--- src/rtl/clock_pkg.sv ---
// Shared types and helpers for the BCD time-of-day counter.
package clock_pkg;

    typedef logic [7:0] bcd2_t;

    typedef struct packed {
        bcd2_t hh;
        bcd2_t mm;
        bcd2_t ss;
    } time_bcd_t;

    typedef enum logic [1:0] {
        FLD_SEC  = 2'd0,
        FLD_MIN  = 2'd1,
        FLD_HOUR = 2'd2,
        FLD_NONE = 2'd3
    } field_sel_e;

    localparam bcd2_t MAX_SEC  = 8'h59;
    localparam bcd2_t MAX_MIN  = 8'h59;
    localparam bcd2_t MAX_HOUR = 8'h23;

    // Once both digits are known to be decimal, a plain byte compare orders BCD values correctly.
    function automatic logic bcd2_valid(input bcd2_t value, input bcd2_t max);
        return (value[7:4] <= 4'd9) && (value[3:0] <= 4'd9) && (value <= max);
    endfunction

endpackage

--- src/rtl/bcd_mod_counter.sv ---
// Two-digit BCD counter that wraps MAX -> 00; priority load > inc > en.
module bcd_mod_counter
    import clock_pkg::*;
#(
    parameter bcd2_t MAX       = 8'h59,
    parameter bcd2_t RESET_VAL = 8'h00
) (
    input  logic  clk,
    input  logic  reset,
    input  logic  en,
    input  logic  inc,
    input  logic  load,
    input  bcd2_t load_value,
    output bcd2_t count,
    output bcd2_t count_nxt,
    output logic  carry
);

    function automatic bcd2_t bcd2_incr(input bcd2_t x);
        if (x == MAX)
            return 8'h00;
        else if (x[3:0] == 4'd9)
            return {x[7:4] + 4'd1, 4'd0};
        else
            return {x[7:4], x[3:0] + 4'd1};
    endfunction

    assign carry = en && (count == MAX);

    always_comb begin
        count_nxt = count;
        if (load)
            count_nxt = load_value;
        else if (inc || en)
            count_nxt = bcd2_incr(count);
    end

    always_ff @(posedge clk or negedge reset) begin
        if (!reset)
            count <= RESET_VAL;
        else
            count <= count_nxt;
    end

endmodule

--- src/rtl/time_counter_sync.sv ---
// Single-clock HH:MM:SS BCD time-of-day counter with prescaler, validated load,
// per-field adjust, 12/24h display formatting and day-rollover strobe.
module time_counter_sync
    import clock_pkg::*;
#(
    parameter int          CLK_FREQ_HZ = 50_000_000,
    parameter int          TICK_HZ     = 1,
    parameter logic [23:0] RESET_TIME  = 24'h000000
) (
    input  logic        clk,
    input  logic        reset,
    input  logic        run,
    input  logic        mode_12h,
    input  logic        load,
    input  logic [23:0] load_value,
    input  logic        inc,
    input  logic [1:0]  inc_sel,
    output logic [23:0] value,
    output logic        pm,
    output logic        tick,
    output logic        day_wrap,
    output logic        load_err
);

    localparam int unsigned DIV = CLK_FREQ_HZ / TICK_HZ;
    localparam int unsigned PW  = (DIV > 1) ? $clog2(DIV) : 1;
    localparam logic [PW-1:0] PRESC_LAST = PW'(DIV - 1);
    localparam time_bcd_t RST = RESET_TIME;

    logic [PW-1:0] presc;
    time_bcd_t     ld, cur, nxt, disp;
    field_sel_e    sel;
    logic          load_ok, accept_load, reject_load, inc_act, adv, tick_c;
    logic          sec_carry, min_carry, hour_carry;

    function automatic bcd2_t to_12h(input bcd2_t hh);
        logic [4:0] bin;
        bin = {1'b0, hh[7:4]} * 5'd10 + {1'b0, hh[3:0]};
        if (bin == 5'd0)
            bin = 5'd12;
        else if (bin > 5'd12)
            bin = bin - 5'd12;
        return (bin >= 5'd10) ? {4'h1, 4'(bin - 5'd10)} : {4'h0, bin[3:0]};
    endfunction

    assign ld  = load_value;
    assign sel = field_sel_e'(inc_sel);

    assign load_ok     = bcd2_valid(ld.hh, MAX_HOUR) && bcd2_valid(ld.mm, MAX_MIN) &&
                         bcd2_valid(ld.ss, MAX_SEC);
    assign accept_load = load && load_ok;
    assign reject_load = load && !load_ok;
    assign inc_act     = !load && inc;
    assign adv         = !load && !inc && run;
    assign tick_c      = adv && (presc == PRESC_LAST);

    bcd_mod_counter #(.MAX(MAX_SEC), .RESET_VAL(RST.ss)) u_sec (
        .clk(clk), .reset(reset), .en(tick_c),
        .inc(inc_act && (sel == FLD_SEC)), .load(accept_load), .load_value(ld.ss),
        .count(cur.ss), .count_nxt(nxt.ss), .carry(sec_carry)
    );

    bcd_mod_counter #(.MAX(MAX_MIN), .RESET_VAL(RST.mm)) u_min (
        .clk(clk), .reset(reset), .en(sec_carry),
        .inc(inc_act && (sel == FLD_MIN)), .load(accept_load), .load_value(ld.mm),
        .count(cur.mm), .count_nxt(nxt.mm), .carry(min_carry)
    );

    bcd_mod_counter #(.MAX(MAX_HOUR), .RESET_VAL(RST.hh)) u_hour (
        .clk(clk), .reset(reset), .en(min_carry),
        .inc(inc_act && (sel == FLD_HOUR)), .load(accept_load), .load_value(ld.hh),
        .count(cur.hh), .count_nxt(nxt.hh), .carry(hour_carry)
    );

    // Display is formatted from next state so value/pm land on the same edge as the state change.
    always_comb begin
        disp = nxt;
        if (mode_12h)
            disp.hh = to_12h(nxt.hh);
    end

    always_ff @(posedge clk or negedge reset) begin
        if (!reset) begin
            presc    <= '0;
            value    <= RESET_TIME;
            pm       <= (RST.hh >= 8'h12);
            tick     <= 1'b0;
            day_wrap <= 1'b0;
            load_err <= 1'b0;
        end else begin
            if (accept_load)
                presc <= '0;
            else if (adv)
                presc <= (presc == PRESC_LAST) ? '0 : presc + 1'b1;
            value    <= disp;
            pm       <= (nxt.hh >= 8'h12);
            tick     <= tick_c;
            day_wrap <= hour_carry;
            load_err <= reject_load;
        end
    end

endmodule

--- config.mk ---
export PLATFORM = sky130hd
export DESIGN_NAME = time_counter_sync
export DESIGN_NICKNAME = d
export VERILOG_FILES = /design/src/rtl/clock_pkg.sv /design/src/rtl/bcd_mod_counter.sv /design/src/rtl/time_counter_sync.sv
export SDC_FILE = /design/constraint.sdc
export NUM_CORES = 1
export LEC_CHECK = 0
export CAP_MARGIN = 20
export CORE_MARGIN = 2
export CORE_UTILIZATION = 44
export CTS_BUF_LIST = sky130_fd_sc_hd__clkbuf_8
export CTS_CLUSTER_SIZE = 8
export DETAILED_ROUTE_END_ITERATION = 10
export GPL_TIMING_DRIVEN = 1
export PLACE_DENSITY = 0.74
export SYNTH_ARGS = -nofsm -noshare
export SYNTH_HDL_FRONTEND = slang
export SYNTH_SLANG_ARGS = --single-unit
--- constraint.sdc ---
create_clock -name clk -period 6.53 [get_ports clk]
set_input_delay 0.653 -clock clk [delete_from_list [all_inputs] [get_ports clk]]
set_output_delay 0.653 -clock clk [all_outputs]
set_load 0.05 [all_outputs]
Word level (Yosys, flattened, before mapping)
Cells that the tools add are included.

storage, ports and cells
  flip-flop bits (word level) = 78
  input port bits = 32
  output and inout bits = 28

cells by class
  add/sub/neg operators = 10
  multiply operators = 1
  order comparisons = 12
  eq/ne operators = 9
  multiplexer cells = 20
  reductions and logical operators = 29

operators by type and width
  operator                 count
  $mux W8                  13
  $mux W26                 3
  $add A26 B1 Y26 const B  1
  $eq A26 B26 Y1 const B   1
  $add A4 B1 Y4 const B    6
  $le A4 B4 Y1 const B     6
  $logic_and A1 B1 Y1      20
  $mux W5                  4
  $eq A8 B7 Y1 const B     2
  $le A8 B7 Y1 const B     2
  $eq A4 B4 Y1 const B     3
  $eq A8 B6 Y1 const B     1
  $ge A8 B5 Y1 const B     1
  $le A8 B6 Y1 const B     1
  $add A5 B4 Y5            1
  $ge A5 B4 Y1 const B     1
  $gt A5 B4 Y1 const B     1
  $logic_not A5 Y1         1
  $sub A5 B4 Y5 const B    1
  $mul A4 B3 Y4 const B    1
  $sub A4 B4 Y4 const B    1
  $logic_not A1 Y1         3
  $logic_or A1 B1 Y1       3
  $eq A2 B1 Y1 const B     1
  other kinds (3)          3

Depth between registers and ports, before layout
  word-level depth = 18
  gate-level depth with buffers = 27
  mapped depth without buffers = 27

By module
Synthesis repeated with hierarchy kept, for this count alone.

second synthesis, totals
  cells, all modules = 446
  area, all modules = 4385.5 µm²

modules (own cells, without submodules)
  module                       times used  cells each  area each (µm²)
  time_counter_sync            1           263         2700.1
  bcd_mod_counter (u_min ...)  2           62          546.8
  bcd_mod_counter (u_hour)     1           59          591.8

Worst setup path after synthesis
OpenSTA, ideal clock, no wires.

  kind = input-to-reg
  start = input load
  end = register value[18]
  data arrival time = 5.034 ns
  required time = 6.440 ns
  slack = 1.405 ns
  stages on the path = 24
  path through = nor3b_2 -> and4_1 -> nand3_2 -> and2_1 -> nor2_1 -> o21ai_0 -> o21ai_0 -> ha_1 -> ha_1 -> nand2b_1 -> nor2_1 -> a221o_1 -> a211oi_4 -> ha_1 -> a21oi_1 -> nand2_1 -> nand2_1 -> ha_1 -> nand2_1 -> o21ba_2 -> mux2i_1 -> o311a_1 -> a31oi_1 -> o221ai_1

RTL lines
  item                  line                     source
  from (decl)           time_counter_sync.sv:14  input logic load,
  to (signal assigned)  time_counter_sync.sv:95  value <= disp;
  to (decl)             time_counter_sync.sv:18  output logic [23:0] value,

==> run_results.csv <==
group,metric,value,unit
clock_network,h-tree-depth,3,
grt,grt_pass1_vias,3762,
grt,grt_max_degree,63,
timing,worst_pin_slew,0.863,ns
job,maxCapViolCount,0,
setup_path,crit_path_end_kind,"flop",
grt,grt_overflow,0,
timing,clock.fmax,0.172,GHz
logic_synthesis,synth.net_count,551,
layout,nets,597,
timing,finalClockSkew,0.0185,ns
clock_network,cts.sinks,62,
layout,antennaDiodeCount,0,
logic_synthesis,ys_ff_latch,62,
setup_path,crit_type,"reg2reg",
setup_path,r2r_cells,27,
logic_synthesis,seq_area_frac_synth,0.367,
logic_synthesis,synth_area_leader_cell,"dfrtp_1",
setup_path,max_stage_delay,0.49,ns
logic_synthesis,synthFlopType,"dfrtp_1",
logic_synthesis,synth_edf_count,0,
logic_synthesis,synthXorXnorAreaFrac,0.0204,
place,dpl.hpwl,7890,µm
layout,seq_area,0.00155,mm²
floorplanning,dieWidth,102,µm
drt,drc,0,
floorplanning,fp-row-count,35,
clock_network,clock_path_buffers,2,
outcome,outcome,"finished, final reports clean",
layout,drive_gt1_frac,0.0782,
place,gp_congestion,0.940,
drt,dr_total_vias,3887,
logic_synthesis,synth_top_area_share,0.367,
setup_path,crit_buf_inv,1,
timing,hold_viol,0,
layout,n_fill_cell,877,
clock_network,cts_setup_buffers,0,
setup_path,crit_slowest_cell,"nor4b_2",
clock_network,insertion_delay,0.35,ns
clock_network,cts_root_buffer,"clkbuf_8",
logic_synthesis,synth.distinct_cells,67,
floorplanning,ios,60,
place,dp.cells,662,
drt,vias_per_cell,5.72,
logic_synthesis,async_flop_share,1.00,
timing,totalNegativeSetupSlack,0,ns
clock_network,cts_tree,"built",
clock_network,clk_pin_slew,0.08,ns
floorplanning,die_h,102,µm
setup_path,cp.depth,27,
drt,first_iter_violations,215,
timing,min_period_over_period,0.889,
floorplanning,die-area,0.0104,mm²
power_and_ir_drop,p_per_area,353,mW/mm²
logic_synthesis,synth_top_family_by_area,"simple AND/OR/NAND/NOR gates",
power_and_ir_drop,leakage,2.08,nW
logic_synthesis,synth_area_leaders,"dfrtp_1, o21ai_0, ha_1",
drt,wl_per_cell,15.8,µm
floorplanning,initial_utilization,0.456,
timing,setup_ws,0.727,ns
setup_path,cp_common_cell,"ha_1",
hold_path,holdCritPathClass,"in2async",
timing,rsz0062_at_grt,"false",
logic_synthesis,yosysWarnings,0,
place,place_ws,0.576,ns
logic_synthesis,synth_compound_area_frac,0.199,
layout,fin_cells,679,
clock_network,cts_buffers,9,
logic_synthesis,synth_area,0.00423,mm²
drt,final_antenna_net_count,0,
setup_path,cp.arrival,6.05,ns
grt,grt_pass1_wl,18300,µm
grt,antenna_found_initial,0,
timing,slew_viol_final,0,
logic_synthesis,syn_inst,499,
setup_path,cp.required,6.78,ns
timing,setup_viol,0,
drt,first_pass_iters,7,
floorplanning,core,0.00928,mm²
drt,wirelength,10800,µm
setup_path,cp_max_fo,8,
setup_path,cp_top_family,"simple AND/OR/NAND/NOR gates",
logic_synthesis,synth_fa_ha_area_frac,0.0592,
power_and_ir_drop,peakVddDrop,293,µV
clock_network,holdBufCountCts,0,
grt,grt_usage,0.222,
timing,finalCriticalPeriod,5.80,ns
logic_synthesis,synthMuxAreaShare,0.0145,
logic_synthesis,synth-simple-area-share,0.280,
clock_network,cts.repair.resized,0,
logic_synthesis,syn-mean-instance-area,8.48,µm²
timing,slew_headroom,0.422,
layout,syn_to_final_growth,19.3,%
place,numPortBuffers,59,
setup_path,crit_path_start_kind,"flop",
layout,multiInputGateArea,0.00242,mm²
final timing paths:
path | start | endpoint | slack (ns)
setup / recovery | u_min.count[5]$_DFFE_PN0P_ | value[18]$_DFF_PN0_ | 0.73
max in group asynchronous | reset | presc[24]$_DFFE_PN0P_ | 5.52
min in group clk | presc[25]$_DFFE_PN0P_ | presc[25]$_DFFE_PN0P_ | 0.50
hold reg to reg | presc[25]$_DFFE_PN0P_ | presc[25]$_DFFE_PN0P_ | 0.50
setup reg to reg | u_min.count[5]$_DFFE_PN0P_ | value[18]$_DFF_PN0_ | 0.73
hold / removal | reset | value[7]$_DFFE_PN0P_ | 0.45
cells in the final DEF (no fill, tap or decap), types with 3 or more instances in the layout:
master and count:
a21oi_1 25, a221o_1 5, a22oi_1 4, a31oi_1 8
and3_1 12, and4_1 3, buf_4 5, clkbuf_8 10
clkdlybuf4s50_1 58, dfrtp_1 62, ha_1 20, inv_1 22
mux2i_1 5, nand2_1 50, nand2b_1 4, nand3_1 20
nand3b_1 9, nand4_1 8, nor2_1 52, nor2b_1 5
nor3_1 16, nor3b_1 5, nor4_1 7, o21a_1 6
o21ai_0 53, o31ai_1 3, or2_2 4, or3_1 5
or4_1 4, xnor2_1 3, xor2_1 5
through the flow:
stage	util	power, mW	cell area, µm²	hold slack [ns]
final	0.543	1.78	5040	0.453
after global routing	0.543	1.92	5040	0.535
after CTS	0.542	1.79	5040	0.493
after detailed placement	0.521	1.44	4840	0.488
after global placement	0.521	1.44	4840	0.489
after floorplan	-	1.22	4230	0.357
Yosys cell counts, drive strengths merged, types with 4 or more instances:
master and instances:
nand3 21, o21a 6, nor2b 5, mux2i 5
xor2 5, ha 20, inv 22, nor4 8
nand2 51, or3 5, nand4 8, o21ai 53
nand3b 9, a31oi 8, or2 4, clkbuf 10
a221o 5, xnor2 4, dfrtp 62, a21oi 25
buf 19, or4 4, nor3 16, nand2b 4
and3 12, nor3b 6, nor2 55, a22oi 4
metal layers:
layer | vias to the layer above | share of wire | track usage
li1 | 1891 | - | -
met5 | - | 0 | 0
met4 | 0 | 0.020 | 0.0790
met3 | 21 | 0.050 | 0.0410
met2 | 112 | 0.48 | 0.358
met1 | 1863 | 0.45 | 0.301
report_power, final:
| group | leakage (nW) | switching (mW) | total [mW] | internal [mW] |
|---|---|---|---|---|
| sequential | 0.820 | 0.0773 | 0.534 | 0.457 |
| combinational | 1.16 | 0.536 | 0.902 | 0.367 |
| clock | 0.0997 | 0.158 | 0.344 | 0.185 |
| total | 2.08 | 0.771 | 1.78 | 1.01 |
cells by family (layout without fill, tap and decap cells):
| group | Yosys count | after routing |
|---|---|---|
| simple gates | 222 | 222 |
| compound gates | 129 | 129 |
| flops | 62 | 62 |
| buf+inv | 51 | 102 |
| fa+ha+maj | 20 | 20 |
| xor+xnor | 9 | 9 |
| mux | 6 | 6 |
state kept, by name, summed over array words and instances (netlist names):
name and count:
presc 26, u_min.count 7, value 10, u_sec.count 7, day_wrap 1, u_hour.count 8, tick 1, pm 1
load_err 1
area by class of cell:
type                       instances  share of cell area
tap                              129              0.0320
clock buffer                      10              0.0273
inverter                          22              0.0164
sequential                        62               0.308
multi-input combinational        386               0.481
clock inverter                     6              0.0124
timing repair buffer              64               0.124
(Power assumes the default switching activity.)
